### src/rtl/alu_op_scheduler.sv
// Two-requester round-robin front end for a shared vector ALU: accepts one op, waits ALU_LAT, holds the result.
// Accept-to-rsp_valid is ALU_LAT+2 cycles; req_ready stays low until the held response is consumed.
module alu_op_scheduler #(
  parameter int WIDTH   = 4,
  parameter int n_alu   = 4,
  parameter int SEL_W   = 3,
  parameter int ALU_LAT = 1
) (
  input  logic                       clk,
  input  logic                       rst,
  input  logic [1:0]                 req_valid,
  output logic [1:0]                 req_ready,
  input  logic [2*WIDTH*n_alu-1:0]   req_a,
  input  logic [2*WIDTH*n_alu-1:0]   req_b,
  input  logic [2*SEL_W-1:0]         req_sel,
  output logic [WIDTH*n_alu-1:0]     alu_a,
  output logic [WIDTH*n_alu-1:0]     alu_b,
  output logic [SEL_W-1:0]           alu_select,
  input  logic [WIDTH*n_alu-1:0]     alu_data_out,
  input  logic [n_alu-1:0]           alu_carry_out,
  input  logic [n_alu-1:0]           alu_a_greater,
  input  logic [n_alu-1:0]           alu_a_equal,
  input  logic [n_alu-1:0]           alu_a_less,
  output logic [1:0]                 rsp_valid,
  input  logic [1:0]                 rsp_ready,
  output logic [WIDTH*n_alu-1:0]     rsp_data,
  output logic [n_alu-1:0]           rsp_carry,
  output logic [3*n_alu-1:0]         rsp_flags,
  output logic                       busy,
  output logic                       grant_id
);

  localparam int V = WIDTH * n_alu;
  localparam logic [2:0] LAT = 3'(ALU_LAT);

  typedef enum logic [1:0] {IDLE, EXEC, RESP} state_t;

  state_t               state_q, state_d;
  logic                 last_q, last_d;
  logic                 gid_q, gid_d;
  logic [2:0]           cnt_q, cnt_d;
  logic [V-1:0]         alu_a_q, alu_a_d;
  logic [V-1:0]         alu_b_q, alu_b_d;
  logic [SEL_W-1:0]     sel_q, sel_d;
  logic [V-1:0]         data_q, data_d;
  logic [n_alu-1:0]     carry_q, carry_d;
  logic [3*n_alu-1:0]   flags_q, flags_d;
  logic                 gnt;

  always_comb begin
    state_d   = state_q;
    last_d    = last_q;
    gid_d     = gid_q;
    cnt_d     = cnt_q;
    alu_a_d   = alu_a_q;
    alu_b_d   = alu_b_q;
    sel_d     = sel_q;
    data_d    = data_q;
    carry_d   = carry_q;
    flags_d   = flags_q;
    req_ready = 2'b00;
    // A tie goes to whoever did not complete last; a lone request wins outright.
    gnt       = (req_valid == 2'b11) ? ~last_q : req_valid[1];
    case (state_q)
      IDLE: begin
        if (|req_valid && !rst) begin
          req_ready = gnt ? 2'b10 : 2'b01;
          alu_a_d   = gnt ? req_a[V +: V] : req_a[0 +: V];
          alu_b_d   = gnt ? req_b[V +: V] : req_b[0 +: V];
          sel_d     = gnt ? req_sel[SEL_W +: SEL_W] : req_sel[0 +: SEL_W];
          gid_d     = gnt;
          cnt_d     = LAT;
          state_d   = EXEC;
        end
      end
      EXEC: begin
        if (cnt_q == 3'd0) begin
          data_d  = alu_data_out;
          carry_d = alu_carry_out;
          flags_d = {alu_a_greater, alu_a_equal, alu_a_less};
          state_d = RESP;
        end else begin
          cnt_d = cnt_q - 3'd1;
        end
      end
      RESP: begin
        if (rsp_ready[gid_q]) begin
          last_d  = gid_q;
          state_d = IDLE;
        end
      end
      default: state_d = IDLE;
    endcase
  end

  always_ff @(posedge clk) begin
    if (rst) begin
      state_q <= IDLE;
      last_q  <= 1'b1;
      gid_q   <= 1'b0;
      cnt_q   <= 3'd0;
      alu_a_q <= '0;
      alu_b_q <= '0;
      sel_q   <= '0;
      data_q  <= '0;
      carry_q <= '0;
      flags_q <= '0;
    end else begin
      state_q <= state_d;
      last_q  <= last_d;
      gid_q   <= gid_d;
      cnt_q   <= cnt_d;
      alu_a_q <= alu_a_d;
      alu_b_q <= alu_b_d;
      sel_q   <= sel_d;
      data_q  <= data_d;
      carry_q <= carry_d;
      flags_q <= flags_d;
    end
  end

  assign alu_a      = alu_a_q;
  assign alu_b      = alu_b_q;
  assign alu_select = sel_q;
  assign rsp_data   = data_q;
  assign rsp_carry  = carry_q;
  assign rsp_flags  = flags_q;
  assign rsp_valid  = (state_q == RESP) ? (gid_q ? 2'b10 : 2'b01) : 2'b00;
  assign busy       = (state_q != IDLE);
  assign grant_id   = gid_q;

endmodule

### config.mk
export PLATFORM = sky130hd
export DESIGN_NAME = alu_op_scheduler
export DESIGN_NICKNAME = d
export VERILOG_FILES = /design/src/rtl/alu_op_scheduler.sv
export SDC_FILE = /design/constraint.sdc
export NUM_CORES = 1
export LEC_CHECK = 0
export BUFFER_PORTS_ARGS = -buffer_cell sky130_fd_sc_hd__clkbuf_2
export CORE_ASPECT_RATIO = 0.9
export CORE_MARGIN = 2
export CORE_UTILIZATION = 46
export DETAILED_ROUTE_END_ITERATION = 16
export PLACE_DENSITY = 0.9
export SETUP_SLACK_MARGIN = 0.3
export SKIP_LAST_GASP = 1
export SLEW_MARGIN = 20
export SYNTH_ARGS = -nofsm -noshare
export SYNTH_HDL_FRONTEND = slang
export SYNTH_SLANG_ARGS = --single-unit
### constraint.sdc
create_clock -name clk -period 3 [get_ports clk]
set_clock_uncertainty 0.05 [all_clocks]
set_input_delay 0.45 -clock clk [delete_from_list [all_inputs] [get_ports clk]]
set_output_delay 0.45 -clock clk [all_outputs]
set_load 0.005 [all_outputs]
==> results of run 1 <==
## worst max-delay path: stages, from the launching register on
cell      delay (ns)
dfxtp_1         0.37
or2_4           0.27
or3_4           0.60
nor2_1          0.15
clkbuf_2        0.12
## cells by family after synthesis
kind of cell | count (synthesis) | share of synthesized area (%)
multiplexers | 1 | 0.332
adder cells (fa/ha/maj) | 2 | 0.830
buffers and inverters | 34 | 5.39
AO/OA/AOI/OAI | 146 | 27.1
flip-flops | 74 | 49.1
AND/OR/NAND/NOR | 126 | 17.3
## final cells by class
type	instances	area, um^2	share of cell area, %
Clock buffer	10	128	3.06
Clock inverter	6	115	2.76
Inverter	4	15.0	0.360
Multi-Input combinational cell	275	1380	33.1
Sequential cell	74	1480	35.5
Tap cell	87	109	2.61
Timing Repair Buffer	185	938	22.5
## cells in the mapped netlist
master,count
a211oi_1,1
a21oi_1,86
a21oi_2,20
a31o_2,1
a31oi_1,1
and2_1,3
buf_1,1
buf_2,7
buf_4,1
buf_6,3
clkbuf_1,18
dfxtp_1,74
ha_1,2
inv_1,4
mux2i_1,1
nand2_1,106
nand2b_1,1
nand3b_1,1
nor2_1,4
nor2b_1,4
nor3_1,4
nor3_2,1
o21a_1,1
o21ai_0,36
or2_4,1
or3_4,1
## placed cells by master (no fill, tap or decap), drive strengths merged
cell and instances:
nor2 4, inv 4, nand3b 1, mux2i 1, bufinv 3, and2 3
a211oi 1, o21ai 36, nor2b 4, clkinvlp 1, dfxtp 74, a21oi 106
ha 2, a31oi 1, nand2b 1, o21a 1, buf 5, or2 1
or3 1, a31o 1, clkinv 2, nand2 106, clkbuf 190, nor3 5
## sequential cells by signal, indices dropped and copies added (netlist names)
name,count
alu_a,16
alu_b,16
alu_select,3
cnt_q,3
grant_id,1
last_q,1
rsp_carry,4
rsp_data,16
rsp_flags,12
state_q,2
## power breakdown
group	internal, W	total, W	switching (W)
logic	0.000222	0.000523	0.000300
clock network	0.000556	0.000932	0.000377
registers	0.00108	0.00114	0.0000565
## per-layer routing
layer	routed length, um	vias up	global-route usage, %
met5	0	-	0
met4	191	0	10.0
met3	529	18	6.40
met2	4600	129	43.7
met1	3550	1483	26.7
li1	-	1617	-
## stage by stage
stage	total power [W]	worst slack, ns	cells	util [%]	cell area (um^2)
final	0.00259	0.631	641	67.0	4170
after global routing	0.00273	0.516	641	67.0	4170
after CTS	0.00261	0.620	641	67.0	4170
after detailed placement	0.00168	0.952	625	63.1	3920
after global placement	0.00166	0.969	625	63.1	3920
after floorplan	0.00145	1.28	383	-	3020
## how the worst min path moves through the flow
stage / start / to / slack, ns / cells after the start
4_1_cts: alu_a_greater[1] / rsp_flags[9] / 0.25 / 3
5_1_grt: alu_a_greater[1] / rsp_flags[9] / 0.24 / 3
6_report: alu_a_greater[1] / rsp_flags[9] / 0.27 / 3
3_5_place_dp: rsp_carry[0] / rsp_carry[0] / 0.40 / 2
2_1_floorplan: cnt_q[0] / cnt_q[0] / 0.39 / 1
3_3_place_gp: rsp_flags[3] / rsp_flags[3] / 0.39 / 2
==> qor.yml, run 1 <==
place_hpwl_mm: 6.32
ios: 181
criticalPathCategory: "flip-flop to primary output"
yosysTopAreaCellShare_pct: 49.1
cp.required_ns: 2.50
cts_resized: 0
syn_nets: 493
timing.setup.tns_ns: 0
ys.warnings.count: 0
setup_viol: 0
r2r-end: "alu_b[5]"
clk-insertion-delay-late_ns: 0.34
dieArea_um2: 7220
synthesis.instances: 383
min_path_type: "input port to flip-flop"
p_leak_nw: 2.00
synth_area_per_cell_um2: 7.87
critical_path.max_fanout: 38
viasPerCell: 5.07
firstDrtPassIters: 6
final.min_clock_period_ns: 2.37
arrival_ns: 1.87
rsz0062_at_grt: "no"
crit_path_end_kind: "primary output"
postCtsSetupBuffers: 0
ys_seq_elements: 74
ctsHoldBuffers: 0
die_x_um: 89.3
power_density_nw_per_um2: 623
cp-start-kind: "flip-flop"
cts.clk_slew.worst_paths_ns: 0.08
drive_gt1_share_pct: 40.8
tightestPinTransition_ns: 0.961
vias: 3247
core-area_um2: 6220
fmax_mhz: 422
die_h_um: 80.8
grt_pass1_wl_mm: 13.7
num_rows: 27
antennaDiodeCount: 0
port-buffer-count: 180
yosys-top-cells-area: "dfxtp_1 (49%), a21oi_1 (14%), nand2_1 (13%)"
synth.distinct_cells: 26
htree_levels: 3
postRouteWirelength_mm: 8.87
cts_sinks: 74
synthesis.area_um2: 3020
endpoint: "req_ready[0]"
drv_cap: 0
initial_core_util_pct: 48.5
grt_pass1_vias: 3082
cts_root_buf: "clkbuf_8"
fin_crit_sh_pct: 79.0
crit_start: "state_q[0]"
status: "finished clean"
gp_congestion: 0.798
clockBufferDepth: 2
r2r_slack_ns: 1.13
hold_ws_ns: 0.272
drc: 0
max-slew-margin-rel_pct: 35.9
cts_tree: "built"
areaGrowthSynthToFinish_pct: 38.2
overflow: 0
r2r_start: "state_q[0]"
numCtsBuffers: 9
maxSlewViolCount: 0
grtUsageTotal_pct: 24.2
ant_nets: 0
r2r_cells: 5
grt_max_degree: 39
first_iter_violations: 124
ys_seq_area_share_pct: 49.1
fin_nets: 659
fillers: 541
ir_drop_v: 0.000356
yosys.area.top_type: "dfxtp_1"
hold_viol: 0
wl_per_cell_um: 13.8
antenna_found_initial: 0
Note: power is estimated with default switching activity, not from simulation.
==> inputs of run 2 (changes only) <==
--- a/config.mk
+++ b/config.mk
@@ -8,9 +8,9 @@
 export BUFFER_PORTS_ARGS = -buffer_cell sky130_fd_sc_hd__clkbuf_2
 export CORE_ASPECT_RATIO = 0.9
 export CORE_MARGIN = 2
-export CORE_UTILIZATION = 46
+export CORE_UTILIZATION = 43
 export DETAILED_ROUTE_END_ITERATION = 16
-export PLACE_DENSITY = 0.9
+export PLACE_DENSITY = 0.86
 export SETUP_SLACK_MARGIN = 0.3
 export SKIP_LAST_GASP = 1
 export SLEW_MARGIN = 20
==> constraint.sdc (replaced) <==
create_clock -name clk -period 2.2 [get_ports clk]
set_clock_uncertainty 0.05 [all_clocks]
set_input_delay 0.33 -clock clk [delete_from_list [all_inputs] [get_ports clk]]
set_output_delay 0.33 -clock clk [all_outputs]
set_load 0.005 [all_outputs]
==> qor.yml, run 2 (synthesis results as in run 1) <==
die_h_um: 83.4  # +3.3%
antenna_found_initial: 0  # unchanged
place_hpwl_mm: 6.20  # -1.9%
cts_sinks: 74  # unchanged
grt_max_degree: 38  # -2.6%
highest_layer: "met4"
min_path_type: "input port to flip-flop"
cp-start-kind: "flip-flop"
critical_path.max_fanout: 5  # -87%
numCtsBuffers: 9  # unchanged
met2_length_mm: 4.31  # -6.3%
layout_common_cells: "clkbuf_2 (180), nand2_1 (106), a21oi_1 (86)"
timing.setup.tns_ns: 0  # unchanged
p_leak_nw: 2.01  # +0.34%
clockBufferDepth: 2  # unchanged
endpoint: "req_ready[0]"
first_iter_violations: 103  # -17%
antennaDiodeCount: 0  # unchanged
hold_viol: 0  # unchanged
core-area_um2: 6690  # +7.6%
fin_nets: 664  # +0.76%
viasPerCell: 5.00  # -1.2%
grt_pass1_vias: 3114  # +1.0%
ant_nets: 0  # unchanged
fmax_mhz: 519
areaGrowthSynthToFinish_pct: 39.0
cp.required_ns: 1.82  # -0.68 ns
r2r_cells: 6  # +1
cts_root_buf: "clkbuf_8"
postRouteWirelength_mm: 8.48  # -4.5%
dr_wl_met3_um: 550  # +4.0%
drv_cap: 0  # unchanged
cts.clk_slew.worst_paths_ns: 0.08  # about the same
htree_levels: 3  # unchanged
final.min_clock_period_ns: 1.93
criticalPathCategory: "flip-flop to primary output"
fin_crit_sh_pct: 87.6
drive_gt1_share_pct: 41.7  # +0.89 points
clk-insertion-delay-late_ns: 0.34  # about the same
crit_path_end_kind: "primary output"
cts_tree: "built"
crit_start: "state_q[1]"
status: "finished clean"
fin_area_um2: 4190  # +0.57%
gp_congestion: 0.802  # +0.55%
drc: 0  # unchanged
initial_core_util_pct: 45.1  # -3.4 points
r2r_start: "state_q[1]"
postPlaceCellArea_um2: 3960  # +0.86%
vias: 3247  # unchanged
ir_drop_v: 0.000490  # +38%
max-slew-margin-rel_pct: 73.2  # +37 points
num_rows: 28  # +3.7%
fillers: 597  # +10%
arrival_ns: 1.55  # -0.32 ns
wl_per_cell_um: 13.1  # -5.6%
dieArea_um2: 7700  # +6.6%
ios: 181  # unchanged
maxSlewViolCount: 0  # unchanged
overflow: 0  # unchanged
tightestPinTransition_ns: 0.403  # -0.558 ns
setup_viol: 0  # unchanged
firstDrtPassIters: 4  # -2
r2r-end: "cnt_q[2]"
power_density_nw_per_um2: 817  # +31%
grtUsageTotal_pct: 22.2  # -2.0 points
wirelength_met1_mm: 3.43  # -3.3%
r2r_slack_ns: 0.40  # -0.73 ns
die_x_um: 92.3  # +3.3%
grt_pass1_wl_mm: 13.9  # +1.3%
rsz0062_at_grt: "yes"
port-buffer-count: 180  # unchanged
layout_commonest_cell: "clkbuf_2"
run 2: cell type report:
cell class                 instances  area, um^2  share of cell area, %
sequential                        74        1480                   35.4
multi-input combinational        275        1380                   33.0
timing repair buffer             190         980                   23.4
clock buffer                      10         128                   3.04
tap                               90         113                   2.69
clock inverter                     6        91.3                   2.18
inverter                           4        15.0                  0.358
run 2: power breakdown:
group | switching [W] | internal, W | leakage (nW)
clock network | 0.000511 | 0.000640 | 0.0987
registers | 0.0000745 | 0.00148 | 0.608
logic | 0.000403 | 0.000316 | 1.30
total | 0.000988 | 0.00243 | 2.01
run 2: repair_timing:
action / in CTS / in global routing
setup endpoints to repair: 1 / 18
hold buffers: 0 / 0
gates resized for setup: 3 / 1
buffers inserted: 1 / 0
pin swaps: 1 / 1
run 2: worst max-delay path, cell delays in order (launching register included):
cell and delay (ns):
dfxtp_2 0.34, or2_4 0.27, or3_4 0.39, nor2_2 0.09
clkbuf_2 0.11
run 2: routing by layer:
layer  track usage, %  up-vias
li1                 -     1626
met1             24.1     1474
met2             40.3      130
met3             6.62       17
met4             8.55        0
met5                0        -
run 2: worst min-delay path by stage:
stage	from	to	slack, ns	depth (start not counted)
2_1_floorplan	cnt_q[0]	cnt_q[0]	0.39	1
4_1_cts	req_b[6]	alu_b[6]	0.12	3
5_1_grt	req_b[6]	alu_b[6]	0.13	3
3_3_place_gp	rsp_flags[3]	rsp_flags[3]	0.39	2
3_5_place_dp	rsp_data[7]	rsp_data[7]	0.40	2
6_report	req_b[6]	alu_b[6]	0.14	3
run 2: stage by stage:
stage               std cells  hold WS (ns)  util, %  power (W)  worst slack [ns]
CTS                       649         0.124     62.6    0.00345             0.228
floorplan                 383         0.393        -    0.00198             0.605
global route              649         0.125     62.6    0.00361             0.210
detailed placement        632         0.396     59.1    0.00230             0.437
finish                    649         0.141     62.6    0.00342             0.273
global placement          632         0.391     59.1    0.00227             0.442
==> inputs of run 3 (changes only) <==
==> constraint.sdc (replaced) <==
create_clock -name clk -period 2.11 [get_ports clk]
set_clock_uncertainty 0.05 [all_clocks]
set_input_delay 0.3165 -clock clk [delete_from_list [all_inputs] [get_ports clk]]
set_output_delay 0.3165 -clock clk [all_outputs]
set_load 0.005 [all_outputs]
==> qor.yml, run 3 (synthesis results as in run 1) <==
ant_nets: 0  # unchanged
power_density_nw_per_um2: 831  # +1.7%
vias: 3350  # +3.2%
instances_no_fill: 652  # +0.46%
maxSlewViolCount: 0  # unchanged
fmax_mhz: 524
p_leak_nw: 2.03  # +1.3%
r2r_cells: 6  # unchanged
place_hpwl_mm: 6.19  # -0.16%
crit_start: "state_q[1]"
postRouteWirelength_mm: 8.82  # +4.0%
antenna_found_initial: 0  # unchanged
status: "finished clean"
grt_max_degree: 37  # -2.6%
port-buffer-count: 180  # unchanged
dieArea_um2: 7700  # unchanged
numCtsBuffers: 9  # unchanged
dp_slack_ns: 0.400  # -0.0376 ns
path_depth: 4  # unchanged
gp_congestion: 0.823  # +2.5%
htree_levels: 3  # unchanged
fin_crit_sh_pct: 90.4
areaGrowthSynthToFinish_pct: 40.4
firstDrtPassIters: 4  # unchanged
wl_per_cell_um: 13.5  # +3.5%
critical_path.max_fanout: 3  # -2
cts_root_buf: "clkbuf_8"
grtUsageTotal_pct: 22.8  # +0.57 points
num_rows: 28  # unchanged
cts_tree: "built"
r2r_start: "state_q[1]"
hold_viol: 0  # unchanged
first_iter_violations: 104  # +0.97%
criticalPathCategory: "flip-flop to primary output"
initial_core_util_pct: 45.1  # unchanged
ctsHoldBuffers: 0  # unchanged
tightestPinTransition_ns: 0.448  # +0.0454 ns
r2r_slack_ns: 0.35  # -0.05 ns
die_x_um: 92.3  # unchanged
crit_chain: "or2_4 -> or3_4 -> nor2_4 -> clkbuf_2"
fillers: 622  # +4.2%
crit_family: "simple AND/OR/NAND/NOR gates"
core-area_um2: 6690  # unchanged
clockBufferDepth: 2  # unchanged
drive_gt1_share_pct: 42.3  # +0.67 points
ios: 181  # unchanged
grt_pass1_wl_mm: 14.3  # +3.1%
cp-start-kind: "flip-flop"
cpPeakStageDelay_ns: 0.40  # about the same
final.min_clock_period_ns: 1.91
min_path_type: "input port to flip-flop"
overflow: 0  # unchanged
dp_cells: 632  # unchanged
drc: 0  # unchanged
seq_area_um2: 1480  # unchanged
endpoint: "req_ready[0]"
r2r-end: "alu_a[13]"
clk-insertion-delay-late_ns: 0.34  # about the same
grt_pass1_vias: 3214  # +3.2%
viasPerCell: 5.14  # +2.7%
max-slew-margin-rel_pct: 70.1  # -3.1 points
arrival_ns: 1.54  # about the same
die_h_um: 83.4  # unchanged
layout_common_cells: "clkbuf_2 (180), nand2_1 (106), a21oi_1 (85)"
antennaDiodeCount: 0  # unchanged
cp_slowest_cell: "or3_4"
crit_buf_inv: 1  # unchanged
cp.required_ns: 1.74  # -0.08 ns
crit_path_end_kind: "primary output"
multi_input_area_um2: 1390  # +0.91%
layout_commonest_cell: "clkbuf_2"
rsz0062_at_grt: "yes"
cts.clk_slew.worst_paths_ns: 0.08  # about the same
setup_viol: 0  # unchanged
setup_slack_ns: 0.203  # -0.0697 ns
cts_sinks: 74  # unchanged
ir_drop_v: 0.000439  # -10%
fin_nets: 667  # +0.45%
timing.setup.tns_ns: 0  # unchanged
drv_cap: 0  # unchanged
run 3: cell type report:
cell class	count	share of cell area, %
flip-flops and latches	74	35.1
multi-input cells	275	32.9
repair buffers	193	24.2
clock buffers	12	3.67
well taps	90	2.66
clock inverters	4	1.18
inverters	4	0.355
run 3: worst register-to-register path: cells and delay by family, from the launching register on:
family,cells,cell delay [ns]
AND/OR/NAND/NOR,2,0.66
buffers and inverters,2,0.35
AO/OA/AOI/OAI,2,0.26
flip-flops,1,0.33
run 3: repair_timing:
| item | 4_1_cts | 5_1_grt |
|---|---|---|
| buffers inserted | 4 | 0 |
| resized for setup | 5 | 6 |
| setup endpoints to repair | 2 | 40 |
| cloned | 0 | 0 |
| pin swaps | 2 | 1 |
run 3: layer usage:
layer	vias up	GRT usage, %	wire (um)	share of wire [%]
li1	1635	-	-	-
met1	1509	25.8	3550	40
met2	170	40.0	4330	49
met3	36	4.99	634	7.2
met4	0	11.4	306	3.5
met5	-	0	0	0
run 3: power breakdown:
group | switching, W | internal (W) | leakage [nW]
sequential | 0.0000753 | 0.00154 | 0.608
clock | 0.000504 | 0.000609 | 0.0986
combinational | 0.000438 | 0.000347 | 1.33
run 3: worst min path at each step:
| stage | startpoint | endpoint | cells past startpoint |
|---|---|---|---|
| detailed placement | rsp_data[8] | rsp_data[8] | 2 |
| global route | alu_a_greater[0] | rsp_flags[8] | 3 |
| global placement | rsp_flags[3] | rsp_flags[3] | 2 |
| finish | alu_carry_out[2] | rsp_carry[2] | 3 |
| CTS | alu_carry_out[2] | rsp_carry[2] | 3 |
| floorplan | cnt_q[0] | cnt_q[0] | 1 |
run 3: stage by stage:
step / power [W] / cell area [um^2] / utilization, % / hold WS (ns)
after detailed placement: 0.00240 / 3970 / 59.3 / 0.396
after CTS: 0.00353 / 4220 / 63.0 / 0.126
final: 0.00352 / 4230 / 63.3 / 0.141
after floorplan: 0.00206 / 3020 / - / 0.393
after global routing: 0.00370 / 4230 / 63.3 / 0.130
after global placement: 0.00237 / 3970 / 59.3 / 0.391
